--- config.mk ---
export PLATFORM = sky130hd
export DESIGN_NAME = seq_divider_flat
export DESIGN_NICKNAME = d
export VERILOG_FILES = /design/src/rtl/seq_divider_if.sv /design/src/rtl/seq_divider.sv /design/src/flat_wrapper.sv
export SDC_FILE = /design/constraint.sdc
export NUM_CORES = 1
export LEC_CHECK = 0
export ABC_AREA = 1
export CAP_MARGIN = 40
export CORE_MARGIN = 1.5
export CORE_UTILIZATION = 63
export DETAILED_ROUTE_END_ITERATION = 10
export PLACE_DENSITY = 0.95
export SLEW_MARGIN = 15
export SYNTH_ARGS = -nofsm -noshare
export SYNTH_HDL_FRONTEND = slang
export SYNTH_SLANG_ARGS = --single-unit
--- constraint.sdc ---
create_clock -name clk -period 8.77 [get_ports clk]
set_input_delay 1.754 -clock clk [delete_from_list [all_inputs] [get_ports clk]]
set_output_delay 1.754 -clock clk [all_outputs]
set_load 0.02 [all_outputs]
--- src/rtl/seq_divider_if.sv ---
//------------------------------------------------------------------------------
// seq_divider_if : start/busy/done handshake and operand/result bus of seq_divider
// Revision      : 1.0
//------------------------------------------------------------------------------
`default_nettype none

interface seq_divider_if #(
    parameter int WIDTH = 32
);
    logic             start;
    logic             is_signed;
    logic [WIDTH-1:0] A;
    logic [WIDTH-1:0] B;
    logic             busy;
    logic             done;
    logic             div0;
    logic [WIDTH-1:0] HI;
    logic [WIDTH-1:0] LO;

    modport master (
        output start, is_signed, A, B,
        input  busy, done, div0, HI, LO
    );

    modport slave (
        input  start, is_signed, A, B,
        output busy, done, div0, HI, LO
    );
endinterface

`default_nettype wire

--- src/rtl/seq_divider.sv ---
//------------------------------------------------------------------------------
// seq_divider : multi-cycle restoring divider, quotient on LO, remainder on HI
// Revision    : 1.0
//------------------------------------------------------------------------------
`default_nettype none

module seq_divider #(
    parameter int WIDTH = 32
) (
    input  wire logic     clk,
    input  wire logic     reset,
    seq_divider_if.slave  bus
);
    localparam int             CW   = $clog2(WIDTH + 1);
    localparam logic [CW-1:0]  LAST = CW'(WIDTH - 1);

    typedef enum logic [1:0] {
        IDLE = 2'd0,
        CALC = 2'd1,
        FIX  = 2'd2,
        ZERO = 2'd3
    } state_t;

    state_t           state;
    state_t           state_next;

    logic [WIDTH:0]   rem;
    logic [WIDTH-1:0] quo;
    logic [WIDTH-1:0] dvs;
    logic [CW-1:0]    cnt;
    logic             neg_q;
    logic             neg_r;
    logic             done_q;
    logic             div0_q;
    logic [WIDTH-1:0] hi_q;
    logic [WIDTH-1:0] lo_q;

    logic [WIDTH-1:0] mag_a;
    logic [WIDTH-1:0] mag_b;
    logic [WIDTH+1:0] shifted;
    logic [WIDTH+1:0] diff;

    always_comb begin
        mag_a   = (bus.is_signed && bus.A[WIDTH-1]) ? (~bus.A + WIDTH'(1)) : bus.A;
        mag_b   = (bus.is_signed && bus.B[WIDTH-1]) ? (~bus.B + WIDTH'(1)) : bus.B;
        // One extra top bit keeps the trial difference's sign unambiguous
        shifted = {rem, quo[WIDTH-1]};
        diff    = shifted - {2'b00, dvs};
    end

    always_ff @(posedge clk or posedge reset) begin
        if (reset) begin
            state <= IDLE;
        end else begin
            state <= state_next;
        end
    end

    always_comb begin
        state_next = state;
        case (state)
            IDLE: begin
                if (bus.start) begin
                    state_next = (bus.B == '0) ? ZERO : CALC;
                end
            end
            CALC: begin
                if (cnt == LAST) begin
                    state_next = FIX;
                end
            end
            FIX:     state_next = IDLE;
            ZERO:    state_next = IDLE;
            default: state_next = IDLE;
        endcase
    end

    always_ff @(posedge clk or posedge reset) begin
        if (reset) begin
            rem    <= '0;
            quo    <= '0;
            dvs    <= '0;
            cnt    <= '0;
            neg_q  <= 1'b0;
            neg_r  <= 1'b0;
            done_q <= 1'b0;
            div0_q <= 1'b0;
            hi_q   <= '0;
            lo_q   <= '0;
        end else begin
            done_q <= 1'b0;
            case (state)
                IDLE: begin
                    if (bus.start) begin
                        div0_q <= 1'b0;
                        if (bus.B != '0) begin
                            quo   <= mag_a;
                            dvs   <= mag_b;
                            neg_q <= bus.is_signed & (bus.A[WIDTH-1] ^ bus.B[WIDTH-1]);
                            neg_r <= bus.is_signed & bus.A[WIDTH-1];
                            rem   <= '0;
                            cnt   <= '0;
                        end
                    end
                end
                CALC: begin
                    cnt <= cnt + CW'(1);
                    if (!diff[WIDTH+1]) begin
                        rem <= diff[WIDTH:0];
                        quo <= {quo[WIDTH-2:0], 1'b1};
                    end else begin
                        rem <= shifted[WIDTH:0];
                        quo <= {quo[WIDTH-2:0], 1'b0};
                    end
                end
                FIX: begin
                    lo_q   <= neg_q ? -quo : quo;
                    hi_q   <= neg_r ? -rem[WIDTH-1:0] : rem[WIDTH-1:0];
                    done_q <= 1'b1;
                end
                ZERO: begin
                    div0_q <= 1'b1;
                    done_q <= 1'b1;
                end
                default: ;
            endcase
        end
    end

    assign bus.busy = (state != IDLE);
    assign bus.done = done_q;
    assign bus.div0 = div0_q;
    assign bus.HI   = hi_q;
    assign bus.LO   = lo_q;

endmodule

`default_nettype wire

--- src/flat_wrapper.sv ---
// flat-port wrapper written by rule: the top's interface ports become plain ports
module seq_divider_flat 
#(
    parameter int WIDTH = 32
)
  (clk, reset, bus_start, bus_is_signed, bus_A, bus_B, bus_busy, bus_done, bus_div0, bus_HI, bus_LO);
  seq_divider_if #(.WIDTH(WIDTH)) bus_i ();
  input  wire logic clk;
  input  wire logic reset;
  input wire logic [$bits(bus_i.start)-1:0] bus_start;
  input wire logic [$bits(bus_i.is_signed)-1:0] bus_is_signed;
  input wire logic [$bits(bus_i.A)-1:0] bus_A;
  input wire logic [$bits(bus_i.B)-1:0] bus_B;
  output wire logic [$bits(bus_i.busy)-1:0] bus_busy;
  output wire logic [$bits(bus_i.done)-1:0] bus_done;
  output wire logic [$bits(bus_i.div0)-1:0] bus_div0;
  output wire logic [$bits(bus_i.HI)-1:0] bus_HI;
  output wire logic [$bits(bus_i.LO)-1:0] bus_LO;
  assign bus_i.start = bus_start;
  assign bus_i.is_signed = bus_is_signed;
  assign bus_i.A = bus_A;
  assign bus_i.B = bus_B;
  assign bus_busy = bus_i.busy;
  assign bus_done = bus_i.done;
  assign bus_div0 = bus_i.div0;
  assign bus_HI = bus_i.HI;
  assign bus_LO = bus_i.LO;
  seq_divider #(.WIDTH(WIDTH)) u_core (.clk(clk), .reset(reset), .bus(bus_i));
endmodule
==> impl_metrics.json, run 1 <==
{
  "path_clk_slew_ns": 0.07,
  "start_util_pct": 64.2,
  "drive_above_1_share_pct": 5.16,
  "crit_arrival_ns": 4.41,
  "slew_headroom_pct": 49.4,
  "cp-start-kind": "primary input",
  "final_common_cell": "nand2_1",
  "p_leak_nw": 7.90,
  "drt_pass1_iterations": 8,
  "dp_cells": 2395,
  "netlist_area_um2": 13500,
  "vias": 13959,
  "die_area_um2": 22300,
  "placementRows": 53,
  "synth_edf_count": 0,
  "cp_max_fo": 68,
  "finalPower_w": 0.00401,
  "die-height_um": 149,
  "io_buffers": 134,
  "drtIter0Drc": 1565,
  "syn-num-nets": 2146,
  "cp-end-kind": "flip-flop",
  "outcome": "finished clean",
  "hold_viol_final": 0,
  "syn_inst": 2040,
  "synth-simple-area-share_pct": 38.4,
  "cts-root-buf": "clkbuf_16",
  "antenna_found_initial": 0,
  "crit_type": "in2reg",
  "post-route-min-period_ns": 4.08,
  "fmax_mhz": 245,
  "synth_fa_ha_area_share_pct": 3.58,
  "synth.distinct_cells": 47,
  "syn_area_per_cell_um2": 6.62,
  "vias_per_cell": 5.75,
  "synth_ff_type": "dfrtp_1",
  "core_um2": 21000,
  "layout_common_cells": "630 x nand2_1, 278 x inv_1, 206 x nor2_1, 206 x nand3_1, 173 x dfrtp_1",
  "grt_max_degree": 74,
  "cts_resized": 0,
  "yosys_warnings": 0,
  "fin_crit_sh_pct": 46.6,
  "synthMuxAreaShare_pct": 0,
  "hold_path_depth": 2,
  "post-cts-setup-buffers": 0,
  "cts_buffer_depth": 2,
  "n_fill_cell": 1628,
  "async_flop_share_pct": 100,
  "finalMaxSlewViolations": 0,
  "reg2reg_to": "u_core.rem[19]",
  "antenna_left": 0,
  "finalSetupViolCount": 0,
  "io_pins": 135,
  "cts_tree": "done",
  "startpoint": "bus_B[0]",
  "ys_ff_latch": 173,
  "cts_buffers": 17,
  "regToRegStartpoint": "u_core.rem[25]",
  "rr_worst_depth": 10,
  "htree_levels": 4,
  "ctsHoldBuffers": 0,
  "chipWidth_um": 149,
  "area_growth_pct": 15.3,
  "final_util_pct": 74.1,
  "insertion_delay_ns": 0.44,
  "clock_skew_ns": 0.0163,
  "grt_setup_unrepaired": "false",
  "min_from": "u_core.dvs[10]",
  "crit_required_ns": 9.09,
  "rrSetupSlack_ns": 6.05,
  "grt_first_pass_wirelength_um": 65000,
  "whs_endpoint": "u_core.dvs[10]",
  "synth-compound-area-share_pct": 8.61,
  "first_global_vias": 13050,
  "grt-ovfl-total": 0,
  "tightest_slew_ns": 0.759,
  "dpl.hpwl_um": 30700,
  "clock-sinks": 173,
  "drc": 0,
  "p_per_area_nw_per_um2": 257,
  "peakVddDrop_mv": 0.145,
  "hold_path_class": "reg2reg",
  "grtUsageTotal_pct": 37.2,
  "setup-tns-final_ns": 0,
  "wl_um": 40600,
  "synthXorXnorAreaFrac_pct": 6.29,
  "layout.nets": 2245,
  "avgRoutedWirePerCell_um": 16.7,
  "num_antenna_cells": 0,
  "drv_cap": 0,
  "synth-seq-area-share_pct": 32.1,
  "gp_congestion": 0.979,
  "synth_top_family_by_area": "simple AND/OR/NAND/NOR gates",
  "fin_cells": 2426
}
synth_stat cells (3+ instances only):
cell | n | share of area, %
a21oi_1 | 49 | 1.8
a221oi_1 | 7 | 0.45
a22oi_1 | 3 | 0.17
a31oi_1 | 16 | 0.74
and2_1 | 3 | 0.14
buf_2 | 11 | 0.41
buf_4 | 7 | 0.39
buf_6 | 9 | 0.75
clkbuf_1 | 29 | 0.81
clkbuf_8 | 6 | 0.61
clkinv_1 | 3 | 0.083
dfrtp_1 | 173 | 32
ha_1 | 37 | 3.4
inv_1 | 279 | 7.8
inv_2 | 4 | 0.11
nand2_1 | 630 | 18
nand2_2 | 5 | 0.23
nand2_4 | 6 | 0.50
nand3_1 | 206 | 7.6
nand3_2 | 24 | 1.8
nand3b_1 | 19 | 1.1
nand4_1 | 23 | 1.1
nor2_1 | 207 | 5.8
nor2_2 | 6 | 0.28
nor2_4 | 5 | 0.42
nor3_1 | 16 | 0.59
nor3_2 | 9 | 0.67
nor4_1 | 4 | 0.19
o211ai_1 | 5 | 0.28
o21ai_0 | 103 | 3.8
o21ai_1 | 11 | 0.41
o22ai_1 | 5 | 0.23
o31ai_1 | 5 | 0.28
xnor2_1 | 25 | 1.6
xor2_1 | 72 | 4.7
power by group:
group	switching (W)	total, W	internal [W]
Combinational	0.00124	0.00199	0.000746
Clock	0.000344	0.000814	0.000470
Sequential	0.000215	0.00120	0.000988
Total	0.00180	0.00401	0.00220
registers in the layout, indices dropped and copies added (netlist names):
name,cells
u_core.cnt,6
u_core.bus.LO,32
u_core.bus.done,1
u_core.bus.HI,32
u_core.rem,33
u_core.neg_r,1
u_core.bus.div0,1
u_core.dvs,32
u_core.quo,32
u_core.state,2
u_core.neg_q,1
per-stage QoR:
stage               hold slack (ns)  worst slack (ns)  area (um^2)
global route                  0.506              4.49        15600
global placement              0.465              4.35        14800
detailed placement            0.469              4.30        15000
CTS                           0.488              4.74        15600
finish                        0.486              4.69        15600
floorplan                     0.449              2.33        13500
worst max-delay path by stage:
stage / to / slack, ns / depth (start not counted)
after global routing: u_core.quo[16] / 4.49 / 13
after floorplan: u_core.bus.HI[0] / 2.33 / 1
after global placement: u_core.quo[16] / 4.35 / 13
after CTS: u_core.quo[22] / 4.74 / 13
after detailed placement: u_core.quo[22] / 4.30 / 13
final: u_core.quo[16] / 4.69 / 13
routing by layer:
metal | share of wire, % | up-vias | GRT usage, %
li1 | - | 6665 | -
met1 | 40 | 6367 | 46.7
met2 | 47 | 752 | 61.4
met3 | 7.3 | 175 | 5.75
met4 | 5.9 | 0 | 20.7
met5 | 0 | - | 0
logic make-up (layout without fill, tap and decap cells):
family / count (synthesis) / count (layout)
buffers and inverters: 351 / 462
DFF: 173 / 173
and+or+nand+nor: 1170 / 1170
adders and majority gates: 38 / 38
AOI/OAI and AO/OA: 211 / 211
xor gates and xnor gates: 97 / 97
worst max-delay path, cell delays in order:
cell and delay, ns:
clkdlybuf4s50_1 0.40, inv_1 0.09, ha_1 0.19, nand3_2 0.15, nor2_2 0.18, nand2_1 0.09
nor2_2 0.20, nand2_1 0.11, nand3_2 0.07, buf_4 0.60, inv_2 0.31, o211ai_1 0.18
o21ai_1 0.08
cell type report:
class	count	area [um^2]	area share (%)
timing repair buffer	145	1510	9.69
sequential	173	4330	27.8
clock inverter	12	169	1.08
clock buffer	19	453	2.91
multi-input combinational	1516	7690	49.4
tap	275	344	2.21
inverter	286	1080	6.93
Power figures use the tool's default switching activity.
==> run 2, diff against run 1 <==
- CORE_UTILIZATION: 63 -> 59
- PLACE_DENSITY: 0.95 -> 0.9
- clock period: 8.77 -> 3.8 ns (I/O delays scaled with it)
==> impl_metrics.json, run 2 (synthesis results as in run 1) <==
{
  "wl_um": 40400,
  "placementRows": 55,
  "cts_buffer_depth": 2,
  "rr_worst_depth": 13,
  "clock_skew_ns": 0.0128,
  "regToRegStartpoint": "u_core.rem[5]",
  "cts_tree": "done",
  "area.sequential_um2": 4330,
  "cts_resized": 0,
  "finalMaxSlewViolations": 0,
  "avgRoutedWirePerCell_um": 16.6,
  "tightest_slew_ns": 0.669,
  "cp-start-kind": "primary input",
  "grt_setup_unrepaired": "false",
  "fin_cells": 2442,
  "io_buffers": 134,
  "crit_type": "in2reg",
  "hold_path_depth": 2,
  "chipWidth_um": 154,
  "drt_pass1_iterations": 6,
  "largest_reg_flops": 33,
  "combPwrFrac_pct": 50.8,
  "grt_first_pass_wirelength_um": 66500,
  "ctsHoldBuffers": 0,
  "hold_viol_final": 0,
  "outcome": "finished clean",
  "rrSetupSlack_ns": 1.08,
  "gp_congestion": 0.964,
  "drc": 0,
  "final_common_cell": "nand2_1",
  "layout_common_cells": "630 x nand2_1, 278 x inv_1, 206 x nor2_1, 206 x nand3_1, 173 x dfrtp_1",
  "min_from": "u_core.bus.HI[30]",
  "cp-end-kind": "flip-flop",
  "placed_cell_area_um2": 15000,
  "peakVddDrop_mv": 0.287,
  "slew_headroom_pct": 55.1,
  "die-height_um": 154,
  "cts_buffers": 17,
  "drtIter0Drc": 1437,
  "dp_worst_setup_slack_ns": 0.730,
  "finalSetupViolCount": 0,
  "post-route-min-period_ns": 2.73,
  "vias_per_cell": 5.65,
  "layout.nets": 2252,
  "start_util_pct": 59.8,
  "drv_cap": 0,
  "clock-sinks": 173,
  "antenna_left": 0,
  "netSwitchingPower_w": 0.00410,
  "dp_cells": 2412,
  "fmax_mhz": 367,
  "antenna_found_initial": 0,
  "n_fill_cell": 1977,
  "cp_max_fo": 27,
  "cts-root-buf": "clkbuf_16",
  "switching_share_pct": 45.8,
  "final_util_pct": 68.6,
  "insertion_delay_ns": 0.44,
  "whs_endpoint": "u_core.bus.HI[30]",
  "fin_crit_sh_pct": 71.8,
  "reg2reg_to": "u_core.quo[0]",
  "largest-register": "u_core.rem",
  "num_antenna_cells": 0,
  "hold_path_class": "reg2reg",
  "power_frac_seq_pct": 30.9,
  "final_area_um2": 15500,
  "p_int_w": 0.00486,
  "io_pins": 135,
  "drive_above_1_share_pct": 5.38,
  "multi_input_area_um2": 7690,
  "setup-tns-final_ns": 0,
  "htree_levels": 4,
  "fin_ws_ns": 1.07,
  "dpl.hpwl_um": 31400,
  "grt_max_degree": 76,
  "area_growth_pct": 14.7,
  "path_clk_slew_ns": 0.07,
  "p_per_area_nw_per_um2": 579,
  "vias": 13799,
  "grt-ovfl-total": 0,
  "crit_required_ns": 4.10,
  "core_um2": 22600,
  "grtUsageTotal_pct": 34.9,
  "clock_power_share_pct": 18.3,
  "p_leak_nw": 7.86,
  "post-cts-setup-buffers": 0,
  "first_global_vias": 13246,
  "crit_arrival_ns": 3.03,
  "die_area_um2": 23800
}
==> run 2: area by class of cell <==
class	count	area share, %
Multi-Input combinational cell	1516	49.6
Inverter	286	6.95
Clock buffer	19	2.86
Tap cell	285	2.30
Sequential cell	173	27.9
Clock inverter	11	0.557
Timing Repair Buffer	152	9.74
==> run 2: worst max-delay path by stage <==
stage	startpoint	end	slack (ns)	depth (start not counted)
after floorplan	reset	u_core.bus.HI[0]	0.83	1
after CTS	u_core.rem[5]	u_core.quo[0]	1.09	13
final	bus_B[1]	u_core.quo[26]	1.07	13
after global routing	bus_B[0]	u_core.quo[26]	0.82	13
after global placement	bus_B[0]	u_core.quo[28]	0.81	13
after detailed placement	bus_B[1]	u_core.quo[24]	0.73	13
==> run 2: layer usage <==
layer	global-route usage, %	part of all wire [%]	up-vias
met5	0	0	-
met4	16.3	5.0	0
met3	4.34	6.1	142
met2	59.0	47	608
met1	44.9	42	6375
li1	-	-	6674
==> run 2: power groups by stage <==
stage | registers, W | logic, W | clock network, W
finish | 0.00277 | 0.00455 | 0.00164
global route | 0.00281 | 0.00507 | 0.00171
CTS | 0.00276 | 0.00453 | 0.00163
detailed placement | 0.00278 | 0.00451 | 0
global placement | 0.00277 | 0.00439 | 0
floorplan | 0.00293 | 0.00292 | 0
==> run 2: through the flow <==
stage | hold WS [ns] | total power, W
finish | 0.487 | 0.00896
global route | 0.504 | 0.00959
CTS | 0.487 | 0.00891
detailed placement | 0.469 | 0.00729
global placement | 0.465 | 0.00716
floorplan | 0.449 | 0.00585
==> run 2: worst max-delay path, cell delays in order <==
cell,delay (ns)
clkdlybuf4s50_1,0.40
inv_1,0.09
ha_1,0.24
nand3_2,0.13
nor2_2,0.18
nand2_1,0.09
nor2_2,0.20
nand2_1,0.12
nand3_2,0.20
buf_4,0.33
a21oi_1,0.06
o21ai_0,0.09
o21ai_0,0.13
==> run 3, diff against run 2 <==
- clock period: 3.8 -> 2.79 ns (I/O delays scaled with it)
==> impl_metrics.json, run 3 (synthesis results as in run 1) <==
{
  "p_int_w": 0.00686,
  "finalSetupViolCount": 0,
  "fin_ws_ns": 0.208,
  "grt_max_degree": 70,
  "vias_per_cell": 5.65,
  "clock_skew_ns": 0.0161,
  "fmax_mhz": 387,
  "post-cts-setup-buffers": 0,
  "placementRows": 55,
  "cp-start-kind": "flip-flop",
  "die-height_um": 154,
  "crit_type": "reg2reg",
  "start_util_pct": 59.8,
  "final_area_um2": 15800,
  "antenna_left": 0,
  "vias": 13938,
  "combPwrFrac_pct": 51.0,
  "first_global_vias": 13217,
  "die_area_um2": 23800,
  "drive_above_1_share_pct": 6.42,
  "cts-root-buf": "clkbuf_16",
  "tightest_slew_ns": 0.555,
  "crit_required_ns": 3.17,
  "cts_tree": "done",
  "power_frac_seq_pct": 29.6,
  "layout_common_cells": "630 x nand2_1, 278 x inv_1, 206 x nor2_1, 206 x nand3_1, 173 x dfrtp_1",
  "finalMaxSlewViolations": 0,
  "htree_levels": 4,
  "netSwitchingPower_w": 0.00572,
  "post-route-min-period_ns": 2.58,
  "grt_setup_unrepaired": "false",
  "switching_share_pct": 45.5,
  "clock_power_share_pct": 19.4,
  "drc": 0,
  "grt_first_pass_wirelength_um": 65800,
  "cp_max_fo": 33,
  "outcome": "finished clean",
  "slew_headroom_pct": 62.8,
  "grtUsageTotal_pct": 34.8,
  "layout.nets": 2274,
  "area_growth_pct": 17.1,
  "p_per_area_nw_per_um2": 796,
  "drt_pass1_iterations": 5,
  "wl_um": 40400,
  "largest-register": "u_core.rem",
  "cts_buffer_depth": 2,
  "hold_viol_final": 0,
  "gp_congestion": 0.982,
  "chipWidth_um": 154,
  "dpl.hpwl_um": 31400,
  "peakVddDrop_mv": 0.438,
  "clock-sinks": 173,
  "cts_resized": 0,
  "dp_worst_setup_slack_ns": 0.0429,
  "setup-tns-final_ns": 0,
  "drtIter0Drc": 1463,
  "n_fill_cell": 1936,
  "grt-ovfl-total": 0,
  "ctsHoldBuffers": 0,
  "crit_arrival_ns": 2.96,
  "path_clk_slew_ns": 0.07,
  "core_um2": 22600,
  "cp-end-kind": "flip-flop",
  "num_antenna_cells": 0,
  "largest_reg_flops": 33,
  "final_common_cell": "nand2_1",
  "p_leak_nw": 8.05,
  "avgRoutedWirePerCell_um": 16.4,
  "placed_cell_area_um2": 15200,
  "cts_buffers": 17,
  "fin_crit_sh_pct": 92.5,
  "antenna_found_initial": 0,
  "hold_path_class": "in2async",
  "io_buffers": 134,
  "drv_cap": 0,
  "insertion_delay_ns": 0.45,
  "io_pins": 135
}
-- run 3: cell types whose count changed in the layout (fill, tap and decap cells not counted), moves of 2 or more --
| cell | before | now |
|---|---|---|
| buf_12 | 1 | 9 |
| buf_4 | 16 | 30 |
| inv_8 | 1 | 4 |
| inv_6 | 3 | 5 |
| clkinvlp_4 | 5 | 2 |
-- run 3: per-layer routing --
layer,part of all wire [%],global-route usage [%],vias to the layer above
met3,6.1,4.26,133
li1,-,-,6739
met1,42,44.6,6435
met2,47,58.6,631
met4,4.9,16.8,0
met5,0,0,-
-- run 3: worst paths after layout --
| path | startpoint | end | slack (ns) | cells after the start |
|---|---|---|---|---|
| max in group asynchronous | reset | u_core.quo[26] | 1.78 | 3 |
| setup / recovery | u_core.rem[19] | u_core.rem[0] | 0.21 | 12 |
| hold reg to reg | u_core.bus.HI[11] | u_core.bus.HI[11] | 0.48 | 2 |
| min in group clk | u_core.bus.HI[11] | u_core.bus.HI[11] | 0.48 | 2 |
| hold / removal | reset | u_core.bus.HI[11] | 0.39 | 2 |
| setup reg to reg | u_core.rem[19] | u_core.rem[0] | 0.21 | 12 |
-- run 3: critical path, cell delays in order (launching register included) --
cell	delay, ns
dfrtp_1	0.49
ha_1	0.40
nand2_1	0.17
inv_1	0.05
nand2_1	0.06
nand2_1	0.07
nand2_1	0.12
a21oi_2	0.09
nor2_4	0.23
nand3_4	0.34
nand3_1	0.20
nand3_1	0.18
nand2_1	0.12
-- run 3: power groups by stage --
stage / sequential (W) / clock, W / combinational (W)
after CTS: 0.00370 / 0.00245 / 0.00636
after floorplan: 0.00399 / 0 / 0.00398
after global placement: 0.00371 / 0 / 0.00615
after global routing: 0.00376 / 0.00256 / 0.00709
after detailed placement: 0.00374 / 0 / 0.00632
final: 0.00372 / 0.00244 / 0.00642
-- run 3: per-stage QoR --
step,power (W),utilization [%],hold WS (ns),std cells
CTS,0.0125,70.1,0.390,2466
global placement,0.00986,67.3,0.465,2433
floorplan,0.00797,-,0.449,2040
detailed placement,0.0101,67.5,0.469,2434
global route,0.0134,70.1,0.389,2466
finish,0.0126,70.1,0.389,2466
-- run 3: cell type report --
cell class	count	area, um^2	area share, %
Clock inverter	13	148	0.933
Inverter	286	1080	6.81
Tap cell	285	357	2.25
Timing Repair Buffer	174	1770	11.2
Clock buffer	19	443	2.80
Sequential cell	173	4330	27.4
Multi-Input combinational cell	1516	7690	48.6
